<file path="config.mk">
export PLATFORM = sky130hd
export DESIGN_NAME = heart_beat_multi
export DESIGN_NICKNAME = d
export VERILOG_FILES = /design/src/rtl/heart_beat_pkg.sv /design/src/rtl/heart_beat_channel.sv /design/src/rtl/heart_beat_multi.sv
export SDC_FILE = /design/constraint.sdc
export NUM_CORES = 1
export LEC_CHECK = 0
export ABC_AREA = 1
export CAP_MARGIN = 20
export CORE_MARGIN = 5
export CORE_UTILIZATION = 42
export DETAILED_ROUTE_END_ITERATION = 8
export PLACE_DENSITY_LB_ADDON = 0.08
export SYNTH_ARGS = -nofsm -noshare
export SYNTH_HDL_FRONTEND = slang
export SYNTH_SLANG_ARGS = --single-unit
</file>
<file path="constraint.sdc">
create_clock -name i_clk -period 5.4 [get_ports i_clk]
set_input_delay 0.54 -clock i_clk [delete_from_list [all_inputs] [get_ports i_clk]]
set_output_delay 0.54 -clock i_clk [all_outputs]
set_load 0.05 [all_outputs]
</file>
<file path="src/rtl/heart_beat_pkg.sv">
// Shared types and helpers for the multi-channel heartbeat LED generator.
package heart_beat_pkg;

    typedef enum logic [1:0] {
        MODE_OFF   = 2'd0,
        MODE_ON    = 2'd1,
        MODE_BLINK = 2'd2,
        MODE_CODE  = 2'd3
    } mode_t;

    typedef enum logic [1:0] {
        S_IDLE = 2'd0,
        S_ON   = 2'd1,
        S_OFF  = 2'd2,
        S_GAP  = 2'd3
    } state_t;

    localparam int GAP_MULT = 4;

    function automatic int calc_div(input longint clk_hz, input longint tick_hz);
        return int'(clk_hz / tick_hz);
    endfunction

endpackage

</file>
<file path="src/rtl/heart_beat_channel.sv">
// One LED channel: mode FSM, tick/pulse counters and the hp/cc shadow registers.
module heart_beat_channel
    import heart_beat_pkg::*;
#(
    parameter int PERIOD_W = 10,
    parameter int CODE_W   = 4
) (
    input  logic                i_clk,
    input  logic                i_rst_n,
    input  logic                i_tick,
    input  logic                i_restart,
    input  logic [1:0]          i_mode,
    input  logic [PERIOD_W-1:0] i_half_period,
    input  logic [CODE_W-1:0]   i_code_cnt,
    output logic                o_led
);
    localparam int CNT_W = PERIOD_W + 2;

    state_t              state_q, state_d;
    mode_t               mode_q, mode_d, mode_in;
    logic [CNT_W-1:0]    tick_cnt_q, tick_cnt_d;
    logic [CODE_W-1:0]   pulse_cnt_q, pulse_cnt_d;
    logic [PERIOD_W-1:0] hp_q, hp_d;
    logic [CODE_W-1:0]   cc_q, cc_d;
    logic                led_q, led_d;

    logic [PERIOD_W-1:0] hp_eff;
    logic [CNT_W-1:0]    hp_ext;
    logic [CNT_W-1:0]    phase_last;
    logic [CNT_W-1:0]    gap_last;
    logic                restart;

    assign mode_in    = mode_t'(i_mode);
    assign hp_eff     = (i_half_period == '0) ? PERIOD_W'(1) : i_half_period;
    assign hp_ext     = CNT_W'(hp_q);
    assign phase_last = hp_ext - CNT_W'(1);
    assign gap_last   = hp_ext * CNT_W'(GAP_MULT) - CNT_W'(1);
    assign restart    = i_restart || (mode_in != mode_q);

    always_comb begin
        state_d     = state_q;
        mode_d      = mode_in;
        tick_cnt_d  = tick_cnt_q;
        pulse_cnt_d = pulse_cnt_q;
        hp_d        = hp_q;
        cc_d        = cc_q;
        led_d       = led_q;

        if (restart) begin
            tick_cnt_d  = '0;
            pulse_cnt_d = '0;
            hp_d        = hp_eff;
            cc_d        = i_code_cnt;
            case (mode_in)
                MODE_OFF: begin
                    led_d   = 1'b0;
                    state_d = S_IDLE;
                end
                MODE_ON: begin
                    led_d   = 1'b1;
                    state_d = S_IDLE;
                end
                MODE_BLINK: begin
                    led_d   = 1'b1;
                    state_d = S_ON;
                end
                default: begin
                    led_d   = (i_code_cnt != '0);
                    state_d = (i_code_cnt != '0) ? S_ON : S_IDLE;
                end
            endcase
        end else if (i_tick) begin
            case (state_q)
                S_IDLE: begin
                    // A dark CODE channel keeps watching for a nonzero count.
                    if (mode_q == MODE_CODE && cc_q == '0 && i_code_cnt != '0) begin
                        hp_d        = hp_eff;
                        cc_d        = i_code_cnt;
                        tick_cnt_d  = '0;
                        pulse_cnt_d = '0;
                        led_d       = 1'b1;
                        state_d     = S_ON;
                    end
                end
                S_ON: begin
                    if (tick_cnt_q == phase_last) begin
                        tick_cnt_d  = '0;
                        led_d       = 1'b0;
                        pulse_cnt_d = pulse_cnt_q + CODE_W'(1);
                        if (mode_q == MODE_CODE && (pulse_cnt_q + CODE_W'(1)) == cc_q) begin
                            state_d = S_GAP;
                        end else begin
                            state_d = S_OFF;
                        end
                    end else begin
                        tick_cnt_d = tick_cnt_q + CNT_W'(1);
                    end
                end
                S_OFF: begin
                    if (tick_cnt_q == phase_last) begin
                        tick_cnt_d = '0;
                        led_d      = 1'b1;
                        state_d    = S_ON;
                        if (mode_q == MODE_BLINK) begin
                            hp_d = hp_eff;
                        end
                    end else begin
                        tick_cnt_d = tick_cnt_q + CNT_W'(1);
                    end
                end
                default: begin
                    if (tick_cnt_q == gap_last) begin
                        tick_cnt_d  = '0;
                        pulse_cnt_d = '0;
                        hp_d        = hp_eff;
                        cc_d        = i_code_cnt;
                        led_d       = (i_code_cnt != '0);
                        state_d     = (i_code_cnt != '0) ? S_ON : S_IDLE;
                    end else begin
                        tick_cnt_d = tick_cnt_q + CNT_W'(1);
                    end
                end
            endcase
        end
    end

    always_ff @(posedge i_clk or negedge i_rst_n) begin
        if (!i_rst_n) begin
            state_q     <= S_IDLE;
            mode_q      <= MODE_OFF;
            tick_cnt_q  <= '0;
            pulse_cnt_q <= '0;
            hp_q        <= PERIOD_W'(1);
            cc_q        <= '0;
            led_q       <= 1'b0;
        end else begin
            state_q     <= state_d;
            mode_q      <= mode_d;
            tick_cnt_q  <= tick_cnt_d;
            pulse_cnt_q <= pulse_cnt_d;
            hp_q        <= hp_d;
            cc_q        <= cc_d;
            led_q       <= led_d;
        end
    end

    assign o_led = led_q;

endmodule

</file>
<file path="src/rtl/heart_beat_multi.sv">
// Multi-channel heartbeat LED generator: reset synchroniser, shared prescaler
// and one heart_beat_channel per LED.
module heart_beat_multi
    import heart_beat_pkg::*;
#(
    parameter int CLK_VALUE = 100000000,
    parameter int TICK_HZ   = 1000,
    parameter int CHANNELS  = 4,
    parameter int PERIOD_W  = 10,
    parameter int CODE_W    = 4
) (
    input  logic                         i_clk,
    input  logic                         i_arst_n,
    input  logic [2*CHANNELS-1:0]        i_mode,
    input  logic [PERIOD_W*CHANNELS-1:0] i_half_period,
    input  logic [CODE_W*CHANNELS-1:0]   i_code_cnt,
    input  logic                         i_sync,
    output logic                         o_tick,
    output logic [CHANNELS-1:0]          o_led
);
    localparam int DIV   = calc_div(CLK_VALUE, TICK_HZ);
    localparam int PRE_W = (DIV < 2) ? 1 : $clog2(DIV);

    if (DIV < 2) begin : g_div_check
        $error("heart_beat_multi: CLK_VALUE/TICK_HZ must be at least 2");
    end
    if (CHANNELS < 1 || CHANNELS > 32) begin : g_ch_check
        $error("heart_beat_multi: CHANNELS must be in 1..32");
    end

    logic [1:0]       rst_sync_q, rst_sync_d;
    logic             rst_n;
    logic             start_q, start_d;
    logic [PRE_W-1:0] pre_cnt_q, pre_cnt_d;
    logic             tick_q, tick_d;

    // Reset asserts asynchronously but only releases on a clock edge.
    always_comb begin
        rst_sync_d = {rst_sync_q[0], 1'b1};
    end

    always_ff @(posedge i_clk or negedge i_arst_n) begin
        if (!i_arst_n) begin
            rst_sync_q <= '0;
        end else begin
            rst_sync_q <= rst_sync_d;
        end
    end

    assign rst_n = rst_sync_q[1];

    // The i_sync cycle itself is prescaler phase 0, so the first tick lands DIV cycles later.
    always_comb begin
        start_d   = 1'b0;
        tick_d    = (pre_cnt_q == PRE_W'(DIV - 1));
        pre_cnt_d = (pre_cnt_q == PRE_W'(DIV - 1)) ? '0 : pre_cnt_q + PRE_W'(1);
        if (i_sync) begin
            pre_cnt_d = PRE_W'(1);
            tick_d    = 1'b0;
        end
    end

    always_ff @(posedge i_clk or negedge rst_n) begin
        if (!rst_n) begin
            pre_cnt_q <= '0;
            tick_q    <= 1'b0;
            start_q   <= 1'b1;
        end else begin
            pre_cnt_q <= pre_cnt_d;
            tick_q    <= tick_d;
            start_q   <= start_d;
        end
    end

    assign o_tick = tick_q;

    for (genvar g = 0; g < CHANNELS; g++) begin : g_ch
        heart_beat_channel #(
            .PERIOD_W (PERIOD_W),
            .CODE_W   (CODE_W)
        ) u_channel (
            .i_clk         (i_clk),
            .i_rst_n       (rst_n),
            .i_tick        (tick_q),
            .i_restart     (i_sync || start_q),
            .i_mode        (i_mode[2*g +: 2]),
            .i_half_period (i_half_period[PERIOD_W*g +: PERIOD_W]),
            .i_code_cnt    (i_code_cnt[CODE_W*g +: CODE_W]),
            .o_led         (o_led[g])
        );
    end

endmodule

</file>
==> metrics.md, run 1 <==
| Metric | Value |
|---|---|
| Final hold violation count | `0` |
| Antenna-violating nets left | `0` |
| Number of flops mapped to enable cells by yosys | `0` |
| RSZ-0062 raised after global routing | `false` |
| Post-CTS Setup Bufs | `0` |
| GPL Wtd Cong | `0.896` |
| Area leader, netlist | `dfrtp_1` |
| HP Class | `in -> async` |
| Post-layout util | `0.483` |
| Worst slew pin tran | `0.940 ns` |
| Via count | `10,808` |
| Fin crit share | `0.548` |
| Max Cap Viol | `0` |
| Seq/Total Area, Yosys | `0.341` |
| Crit Path Category | `reg -> reg` |
| Drt wl/cell | `13.0 um` |
| Post-CTS Resized | `0` |
| First-pass GRT wire length | `50,100 um` |
| Final setup viols | `0` |
| Synth Net Count | `1,859` |
| Complex-gate fraction of the synthesized area | `0.0710` |
| Vias in the first global route | `10,360` |
| Total core area | `27,900 sq um` |
| Port buffer count | `71` |
| # IOs | `72` |
| Total power | `3.32 mW` |
| Status | `finished, final reports clean` |
| 1st-iter DRT viols | `759` |
| Residual DRC count | `0` |
| Die W | `178 um` |
| Setup Total Neg Slack | `0 ns` |
| Most common cell in the netlist | `nand2_1` |
| Area contributors post-synth | `dfrtp_1 (33%), nand2_1 (18%), nand3_1 (8.6%)` |
| Fin. max-slew vios | `0` |
| Max transition margin | `0.374` |
| Unique masters post-synth | `48` |
| Peak supply drop | `0.209 mV` |
| Synth Area in Simple Gates | `0.399` |
| Total CTS buffers | `17` |
| CTS tree | `done` |
| Fmax | `338 MHz` |
| YS warnings | `0` |
| Initial Utilization | `0.425` |
| Worst EP arrival | `3.25 ns` |
| Global route overflow | `0` |
| # rows | `61` |
| Crit start category | `register` |
| Die height | `178 um` |
| Minimum clock period | `2.96 ns` |
| H-tree Lvls | `4` |
| HPWL Detailed | `22,300 um` |
| CP required | `5.69 ns` |
| Worst-path maximum fanout | `20` |
| Die ar. | `31,700 sq um` |
| All-Layer GR Usage | `0.191` |
| Initial antenna violation count | `0` |
| Synth top area share | `0.329` |
| PwrDens | `247 nW/um^2` |
| Main synth FF type | `dfrtp_1` |
| Syn avg cell area | `6.75 sq um` |
| Clock slew seen by the registers of the worst setup and hold paths | `0.07 ns` |
| Seq cells post-synth | `161` |
| CTS Buffer Depth | `2` |
| Clk Latency, worst-skew pair | `0.43 ns` |
| Worst r2r path cells | `14` |
| Synth-to-Final Area Change | `13.6%` |
| Layout cell share with drive strength beyond 1 | `0.0694` |
| Clk_skew | `0.0131 ns` |
| Adder-cell share of the synthesized area | `0.0391` |
| Total Routed Length | `28,700 um` |
| Main combinational cell family by area after synthesis | `simple AND/OR/NAND/NOR gates` |
| CTS Hold Bufs | `0` |
| Clock Sinks | `161` |
| Synth Cell Area | `11,800 sq um` |
| CTS Root Cell | `clkbuf_16` |
| Largest net degree at the start of global routing | `68` |
| Mux contribution to synthesized area | `0` |
| Inserted Diodes | `0` |
| Via/cell ratio | `4.89` |
| Synth Instances | `1,755` |
| Endpoint class of the critical path | `register` |
| NumNets Final | `1,922` |
| First-pass detailed-route iteration total | `8` |
| Lkg Pwr | `6.66 nW` |
| FFs w/ async S/R, synth | `1.00` |
| Top cells by count, synth | `nand2_1 (563), inv_1 (242), nand3_1 (203), dfrtp_1 (156), nor2_1 (133)` |
| Synth Area in XOR/XNOR | `0.0546` |
[cells by family after synthesis]
family,Yosys count
xor gates and xnor gates,73
buffers and inverters,277
and+or+nand+nor,1058
AOI/OAI and AO/OA,147
adders and majority gates,37
DFF,161
other,2
[power by group]
part	internal (mW)	switching, mW	leakage (nW)	total [mW]
logic	0.248	0.433	4.29	0.681
registers	1.28	0.103	2.07	1.38
clock network	0.718	0.541	0.294	1.26
[cell usage in the layout, fill, tap and decap left out, drive strengths merged, types with 2 or more instances in the layout]
cell type / instances
nand2: 587
nor3: 19
nand3: 212
inv: 251
clkdlybuf4s50: 71
o211ai: 2
o21a: 3
a31oi: 3
ha: 37
or2: 5
o21ai: 110
buf: 2
a211oi: 3
a21oi: 24
nor4: 17
dfrtp: 156
xor2: 54
clkinv: 6
conb: 2
xnor2: 19
nor2: 157
nand4: 51
nand3b: 8
dfstp: 5
clkbuf: 20
bufinv: 2
[critical path: stages, from the launching register on]
cell,delay (ns)
dfstp_2,0.55
inv_1,0.12
ha_1,0.25
nand2_1,0.13
inv_1,0.09
nand2_1,0.10
nand2_1,0.08
nand2_1,0.07
nand4_1,0.14
nor2_1,0.14
nand3_1,0.23
nand2_1,0.15
nand3_1,0.49
nand2_1,0.19
o21ai_1,0.09
[sequential cells by signal (all words and copies together) (netlist names)]
name,count
g_ch.u_channel.tick_cnt_q,48
g_ch.u_channel.hp_q,40
pre_cnt_q,17
g_ch.u_channel.cc_q,16
g_ch.u_channel.pulse_cnt_q,16
g_ch.u_channel.mode_q,8
g_ch.u_channel.state_q,8
g_ch.u_channel.o_led,4
rst_sync_q,2
o_tick,1
start_q,1
[cell type report]
class / instances / area, sq um
multi-input cells: 1317 / 6690
inverters: 248 / 931
fillers: 2873 / 14400
repair buffers: 73 / 726
flip-flops and latches: 161 / 4040
well taps: 378 / 473
clock inverters: 12 / 149
clock buffers: 20 / 457
[stage by stage]
stage | worst slack, ns | area (sq um) | instances | hold WS (ns)
4_1_cts | 2.43 | 13500 | 2209 | 0.233
5_1_grt | 2.12 | 13500 | 2209 | 0.238
3_5_place_dp | 2.09 | 12900 | 2177 | 0.339
2_1_floorplan | 0.591 | 11800 | 1755 | 0.244
6_report | 2.44 | 13500 | 2209 | 0.258
3_3_place_gp | 2.13 | 12900 | 2177 | 0.335
[per-layer routing]
metal	vias up	routed length, um	global-route usage
met1	4916	14600	0.269
met3	21	870	0.0288
met5	-	0	0
met2	145	12900	0.307
met4	0	347	0.0471
li1	5726	-	-
[worst paths after layout]
check	from	endpoint	slack, ns
max reg2reg	g_ch[3].u_channel.hp_q[0]$_DFFE_PN1P_	g_ch[3].u_channel.hp_q[2]$_DFFE_PN0P_	2.44
min reg2reg	rst_sync_q[0]$_DFF_PN0_	rst_sync_q[1]$_DFF_PN0_	0.35
max in group asynchronous	rst_sync_q[1]$_DFF_PN0_	g_ch[2].u_channel.pulse_cnt_q[1]$_DFFE_PN0P_	3.56
max	g_ch[3].u_channel.hp_q[0]$_DFFE_PN1P_	g_ch[3].u_channel.hp_q[2]$_DFFE_PN0P_	2.44
min	i_arst_n	rst_sync_q[1]$_DFF_PN0_	0.26
min in group i_clk	rst_sync_q[0]$_DFF_PN0_	rst_sync_q[1]$_DFF_PN0_	0.35
(Power assumes the default switching activity.)
==> run 2, diff against run 1 <==
clock period = 3 ns   (was 5.4 ns; I/O delays follow)
==> run 2 against run 1 <==
Net effect: via count rose by 0.68%; clock skew increased by 0.0020 ns; largest power group unchanged; register-to-register slack got worse by 2.1 ns; highest routed layer unchanged; sequential power is 80% higher; design area is 0.47% higher; die area is the same; critical path type unchanged.
==> metrics.md, run 2 (synthesized netlist as in run 1, its figures left out) <==
| Metric | Value |
|---|---|
| First-pass detailed-route iteration total | `7 (was 8)` |
| Initial antenna violation count | `0 (unchanged)` |
| 1st-iter DRT viols | `524 (was 759)` |
| Post-CTS Setup Bufs | `0 (unchanged)` |
| Inserted Diodes | `0 (unchanged)` |
| H-tree Lvls | `4 (unchanged)` |
| Total power | `5.91 mW (was 3.32 mW)` |
| Worst slew pin tran | `0.889 ns (was 0.940 ns)` |
| Final cell count without fillers | `2,218 (was 2,209)` |
| Setup Total Neg Slack | `0 ns (unchanged)` |
| PwrDens | `437 nW/um^2 (was 247 nW/um^2)` |
| NumNets Final | `1,931 (was 1,922)` |
| First-pass GRT wire length | `49,300 um (was 50,100 um)` |
| CP required | `3.31 ns (was 5.69 ns)` |
| CTS Buffer Depth | `2 (unchanged)` |
| Via count | `10,881 (was 10,808)` |
| Commonest cells after routing, fill and taps aside | `nand2_1 (563), inv_1 (242), nand3_1 (202) (was nand2_1 (563), inv_1 (242), nand3_1 (203))` |
| Vias in the first global route | `10,572 (was 10,360)` |
| Crit start category | `register (unchanged)` |
| Global route overflow | `0 (unchanged)` |
| Total Routed Length | `28,300 um (was 28,700 um)` |
| Switching Share | `0.324 (about the same)` |
| Seq pwr share | `0.419 (was 0.416)` |
| Layout cell share with drive strength beyond 1 | `0.0739 (was 0.0694)` |
| Max FFs per register | `48 (unchanged)` |
| Crit Path Category | `reg -> reg (unchanged)` |
| CP max-delay cell | `dfstp_2 (unchanged)` |
| Most flops, register | `g_ch.u_channel.tick_cnt_q (unchanged)` |
| Lkg Pwr | `6.69 nW (was 6.66 nW)` |
| Clock power frac | `0.370 (was 0.379)` |
| Internal | `3.99 mW (was 2.25 mW)` |
| Max transition margin | `0.405 (was 0.374)` |
| Clock slew seen by the registers of the worst setup and hold paths | `0.06 ns (was 0.07 ns)` |
| CTS Root Cell | `clkbuf_16 (unchanged)` |
| Die ar. | `31,700 sq um (unchanged)` |
| Port buffer count | `71 (unchanged)` |
| Total CTS buffers | `17 (unchanged)` |
| Minimum clock period | `2.67 ns (was 2.96 ns)` |
| Die height | `178 um (unchanged)` |
| GPL Wtd Cong | `0.896 (unchanged)` |
| Worst r2r path cells | `14 (unchanged)` |
| Residual DRC count | `0 (unchanged)` |
| Die W | `178 um (unchanged)` |
| Clk_skew | `0.0151 ns (was 0.0131 ns)` |
| Final setup viols | `0 (unchanged)` |
| Worst-path maximum fanout | `20 (unchanged)` |
| Clock Sinks | `161 (unchanged)` |
| Synth-to-Final Area Change | `14.2% (was 13.6%)` |
| Fin crit share | `0.890 (was 0.548)` |
| Via/cell ratio | `4.91 (was 4.89)` |
| # rows | `61 (unchanged)` |
| Antenna-violating nets left | `0 (unchanged)` |
| Biggest regs | `g_ch.u_channel.tick_cnt_q x48, g_ch.u_channel.hp_q x40, pre_cnt_q x17 (unchanged)` |
| Largest net degree at the start of global routing | `50 (was 68)` |
| HPWL Detailed | `22,100 um (was 22,300 um)` |
| Drt wl/cell | `12.7 um (was 13.0 um)` |
| # IOs | `72 (unchanged)` |
| Final hold violation count | `0 (unchanged)` |
| CTS Hold Bufs | `0 (unchanged)` |
| Fin. max-slew vios | `0 (unchanged)` |
| CTS tree | `done (unchanged)` |
| Slowest stage delay, CP | `0.56 ns (was 0.55 ns)` |
| Clk Latency, worst-skew pair | `0.43 ns (about the same)` |
| Hold WS | `0.0333 ns (was 0.258 ns)` |
| Placed cell count | `2,186 (was 2,177)` |
| Logic pwr share | `0.210 (was 0.205)` |
| HP Class | `in -> async (unchanged)` |
| Status | `finished, final reports clean (unchanged)` |
| Worst EP arrival | `2.98 ns (was 3.25 ns)` |
| Total core area | `27,900 sq um (unchanged)` |
| Post-CTS Resized | `0 (unchanged)` |
| Max Cap Viol | `0 (unchanged)` |
| Sw Pwr | `1.91 mW (was 1.08 mW)` |
| Endpoint class of the critical path | `register (unchanged)` |
| Peak supply drop | `0.335 mV (was 0.209 mV)` |
| Crit path cell chain | `inv_1, ha_1, inv_1, nand2_1, nand3_1, nand3_1, nor2_1, nand3_1, nor2_1, nand3_2, nand2_1, nand3_2, nand2_1, o21ai_2 (was inv_1, ha_1, nand2_1, inv_1, nand2_1, nand2_1, nand2_1, nand4_1, nor2_1, nand3_1, nand2_1, nand3_1, nand2_1, o21ai_1)` |
| Most common cell after layout, fill and taps aside | `nand2_1 (unchanged)` |
| Fmax | `375 MHz (was 338 MHz)` |
| Initial Utilization | `0.425 (unchanged)` |
| RSZ-0062 raised after global routing | `false (unchanged)` |
| All-Layer GR Usage | `0.187 (was 0.191)` |
==> run 2: metrics by stage <==
step	setup slack, ns	util	instance area (sq um)
2_1_floorplan	0.340	-	11900
3_3_place_gp	0.186	0.465	12900
3_5_place_dp	0.0921	0.465	12900
4_1_cts	0.272	0.485	13500
5_1_grt	0.0165	0.486	13500
6_report	0.330	0.486	13500
==> run 2: power by group through the flow <==
stage	clock network, mW	logic (mW)	registers (mW)
3_5_place_dp	0	1.25	2.52
6_report	2.19	1.24	2.48
4_1_cts	2.26	1.26	2.48
2_1_floorplan	0	0.925	2.49
5_1_grt	2.35	1.43	2.50
3_3_place_gp	0	1.24	2.52
==> run 2: final timing paths <==
check                                                 startpoint                                          end  slack, ns
max                        g_ch[0].u_channel.hp_q[0]$_DFFE_PN1P_        g_ch[0].u_channel.hp_q[2]$_DFFE_PN0P_       0.33
min                                                     i_arst_n                      rst_sync_q[1]$_DFF_PN0_       0.03
max reg2reg                g_ch[0].u_channel.hp_q[0]$_DFFE_PN1P_        g_ch[0].u_channel.hp_q[2]$_DFFE_PN0P_       0.33
min reg2reg                              rst_sync_q[1]$_DFF_PN0_  g_ch[0].u_channel.tick_cnt_q[0]$_DFFE_PN0P_       0.32
max in group asynchronous                rst_sync_q[1]$_DFF_PN0_        g_ch[2].u_channel.hp_q[0]$_DFFE_PN1P_       1.87
min in group i_clk                       rst_sync_q[0]$_DFF_PN0_                      rst_sync_q[1]$_DFF_PN0_       0.36
==> run 2: critical path: cells and delay by family (launching register included) <==
family / cells / cell delay (ns)
and+or+nand+nor: 10 / 1.35
DFF: 1 / 0.56
buffers and inverters: 2 / 0.22
AOI/OAI and AO/OA: 1 / 0.06
adders and majority gates: 1 / 0.34
==> run 2: layout make-up <==
class | count | area, sq um
Clock inverter | 12 | 133
Multi-Input combinational cell | 1317 | 6700
Fill cell | 2816 | 14300
Timing Repair Buffer | 82 | 818
Tap cell | 378 | 473
Clock buffer | 20 | 437
Inverter | 248 | 931
Sequential cell | 161 | 4040
==> run 2: routing by layer <==
metal	global-route usage	up-vias	share of wire
li1	-	5764	-
met3	0.0296	34	0.028
met1	0.254	4941	0.49
met2	0.310	142	0.47
met4	0.0506	0	0.016
met5	0	-	0
==> run 3, diff against run 2 <==
CTS_BUF_LIST = sky130_fd_sc_hd__clkbuf_4   (was default)
==> run 3 against run 2 <==
Net effect: sequential power hardly changed; sequential share of layout area is 0.61 points higher; hold slack better by 0.22 ns; via count is 0.52% lower; wire length is 0.22% lower; count of clock-buffer cells in the layout unchanged; critical path type unchanged; fmax increased by 0.12%; die area unchanged; first-iteration DRC count up 8.0%; clock skew is 0.022 ns higher; combinational power hardly changed.
==> metrics.md, run 3 (synthesized netlist as in run 1, its figures left out) <==
| Metric | Value |
|---|---|
| Total CTS buffers | `17 (unchanged)` |
| 1st-iter DRT viols | `566 (was 524)` |
| Vias in the first global route | `10,568 (was 10,572)` |
| H-tree Lvls | `4 (unchanged)` |
| Die ar. | `31,700 sq um (unchanged)` |
| R2R Setup Slk | `0.33 ns (about the same)` |
| CTS Root Cell | `clkbuf_4 (was clkbuf_16)` |
| Endpoint class of the critical path | `register (unchanged)` |
| Clk_skew | `0.0367 ns (was 0.0151 ns)` |
| Crit Path Category | `reg -> reg (unchanged)` |
| CP endpoint | `g_ch[0].u_channel.hp_q[2]$_DFFE_PN0P_ (unchanged)` |
| Drt wl/cell | `12.7 um (about the same)` |
| Largest net degree at the start of global routing | `50 (unchanged)` |
| First-pass GRT wire length | `49,100 um (was 49,300 um)` |
| PwrDens | `384 nW/um^2 (was 437 nW/um^2)` |
| Crit path cell chain | `inv_1, ha_1, inv_1, nand2_1, nand3_1, nand3_1, nor2_1, nand3_1, nor2_1, nand3_2, nand2_1, nand3_2, nand2_1, o21ai_2 (unchanged)` |
| Layout cell share with drive strength beyond 1 | `0.0755 (was 0.0739)` |
| HPWL Detailed | `22,100 um (unchanged)` |
| Via/cell ratio | `4.87 (was 4.91)` |
| Biggest regs | `g_ch.u_channel.tick_cnt_q x48, g_ch.u_channel.hp_q x40, pre_cnt_q x17 (unchanged)` |
| Initial antenna violation count | `1 (was 0)` |
| Most flops, register | `g_ch.u_channel.tick_cnt_q (unchanged)` |
| Worst-path maximum fanout | `20 (unchanged)` |
| Final hold violation count | `0 (unchanged)` |
| Residual DRC count | `0 (unchanged)` |
| Fin crit share | `0.889 (was 0.890)` |
| Logic pwr share | `0.244 (was 0.210)` |
| Die height | `178 um (unchanged)` |
| Minimum clock period | `2.67 ns (about the same)` |
| All-Layer GR Usage | `0.186 (was 0.187)` |
| CP required | `3.46 ns (was 3.31 ns)` |
| Dpl ws | `0.0921 ns (unchanged)` |
| Initial Utilization | `0.425 (unchanged)` |
| CP max-delay cell | `dfstp_2 (unchanged)` |
| Synth-to-Final Area Change | `11.9% (was 14.2%)` |
| Cell area after layout | `13,300 sq um (was 13,500 sq um)` |
| Post-layout util | `0.476 (was 0.486)` |
| Slowest stage delay, CP | `0.59 ns (was 0.56 ns)` |
| Critical path depth | `14 (unchanged)` |
| Most common cell after layout, fill and taps aside | `nand2_1 (unchanged)` |
| R2r startpoint | `g_ch[0].u_channel.hp_q[0]$_DFFE_PN1P_ (unchanged)` |
| Status | `finished, final reports clean (unchanged)` |
| Max FFs per register | `48 (unchanged)` |
| Peak supply drop | `0.265 mV (was 0.335 mV)` |
| Internal | `3.29 mW (was 3.99 mW)` |
| NumNets Final | `1,932 (was 1,931)` |
| CTS tree | `done (unchanged)` |
| Hold WS | `0.257 ns (was 0.0333 ns)` |
| Port buffer count | `71 (unchanged)` |
| Clk Latency, worst-skew pair | `0.58 ns (was 0.43 ns)` |
| Antenna-violating nets left | `0 (unchanged)` |
| Setup Total Neg Slack | `0 ns (unchanged)` |
| Final WS setup | `0.333 ns (was 0.330 ns)` |
| Post-CTS Setup Bufs | `0 (unchanged)` |
| Switching Share | `0.355 (was 0.324)` |
| RSZ-0062 raised after global routing | `false (unchanged)` |
| Commonest cells after routing, fill and taps aside | `nand2_1 (563), inv_1 (242), nand3_1 (202) (unchanged)` |
| First-pass detailed-route iteration total | `5 (was 7)` |
| Worst r2r path cells | `14 (unchanged)` |
| Post-DP Area | `12,900 sq um (unchanged)` |
| Lkg Pwr | `6.57 nW (was 6.69 nW)` |
| Worst Setup SP | `g_ch[0].u_channel.hp_q[0]$_DFFE_PN1P_ (unchanged)` |
| FF-to-FF End | `g_ch[0].u_channel.hp_q[2]$_DFFE_PN0P_ (unchanged)` |
| # IOs | `72 (unchanged)` |
| Via count | `10,824 (was 10,881)` |
| Worst slew pin tran | `0.882 ns (was 0.889 ns)` |
| Global route overflow | `0 (unchanged)` |
| HP Class | `in -> reg (was in -> async)` |
| Crit start category | `register (unchanged)` |
| Total Routed Length | `28,200 um (was 28,300 um)` |
| Final setup viols | `0 (unchanged)` |
| Seq pwr share | `0.486 (was 0.419)` |
| HP Start | `i_half_period[38]` |
| # rows | `61 (unchanged)` |
| Fmax | `375 MHz (about the same)` |
| CP delay by family, top | `simple AND/OR/NAND/NOR gates (unchanged)` |
| Max Cap Viol | `0 (unchanged)` |
| CTS Buffer Depth | `2 (unchanged)` |
| Clock slew seen by the registers of the worst setup and hold paths | `0.16 ns (was 0.06 ns)` |
| Die W | `178 um (unchanged)` |
| Total core area | `27,900 sq um (unchanged)` |
| Clock power frac | `0.270 (was 0.370)` |
| Sw Pwr | `1.81 mW (was 1.91 mW)` |
| Worst EP arrival | `3.13 ns (was 2.98 ns)` |
| Fin. max-slew vios | `0 (unchanged)` |
| Clock Sinks | `161 (unchanged)` |
| GPL Wtd Cong | `0.896 (unchanged)` |
| Max transition margin | `0.410 (was 0.405)` |
| WP buf/inv | `2 (unchanged)` |
run 3: cell count changes in the layout (fill, tap and decap cells not counted), sizes merged:
cell / change
diode: +2
dlygate4sd3: +1
run 3: power by group through the flow:
stage | Sequential [mW] | Combinational [mW] | Clock (mW)
3_3_place_gp | 2.52 | 1.24 | 0
5_1_grt | 2.50 | 1.43 | 1.53
2_1_floorplan | 2.49 | 0.925 | 0
3_5_place_dp | 2.52 | 1.25 | 0
4_1_cts | 2.48 | 1.26 | 1.44
6_report | 2.48 | 1.24 | 1.38
run 3: cell type report:
class,count,area [sq um]
fill,2848,14600
multi-input combinational,1317,6700
sequential,161,4040
inverter,248,931
timing repair buffer,83,828
tap,378,473
clock buffer,20,150
clock inverter,12,133
antenna,2,5.00
run 3: how the worst min path moves through the flow:
stage	endpoint	slack [ns]	cells after the start
floorplan	rst_sync_q[0]$_DFF_PN0_	0.004	0
global placement	rst_sync_q[1]$_DFF_PN0_	0.33	0
finish	g_ch[3].u_channel.hp_q[8]$_DFFE_PN0P_	0.26	3
global route	g_ch[0].u_channel.hp_q[7]$_DFFE_PN0P_	0.21	3
CTS	g_ch[0].u_channel.hp_q[7]$_DFFE_PN0P_	0.20	3
detailed placement	g_ch[0].u_channel.tick_cnt_q[0]$_DFFE_PN0P_	0.35	0
run 3: layer usage:
layer	routed length [um]	vias to the layer above	track usage
li1	-	5763	-
met1	13800	4894	0.252
met2	13100	133	0.310
met3	790	34	0.0268
met4	447	0	0.0512
met5	0	-	0
run 3: worst register-to-register path: cells and delay by family, from the launching register on:
family	cells	cell delay [ns]
simple gates	10	1.34
flops	1	0.59
fa+ha+maj	1	0.34
buf+inv	2	0.22
compound gates	1	0.06
run 3: stage by stage:
| stage | power [mW] | instances |
|---|---|---|
| 2_1_floorplan | 3.42 | 1755 |
| 3_3_place_gp | 3.76 | 2186 |
| 3_5_place_dp | 3.77 | 2186 |
| 4_1_cts | 5.18 | 2219 |
| 5_1_grt | 5.46 | 2221 |
| 6_report | 5.09 | 2221 |
run 3: repair_timing:
item                                    4_1_cts  5_1_grt
hold buffers                                  1        0
gates resized for setup                       0        2
endpoints found under the setup margin        0       20
endpoints found under the hold margin         2        0
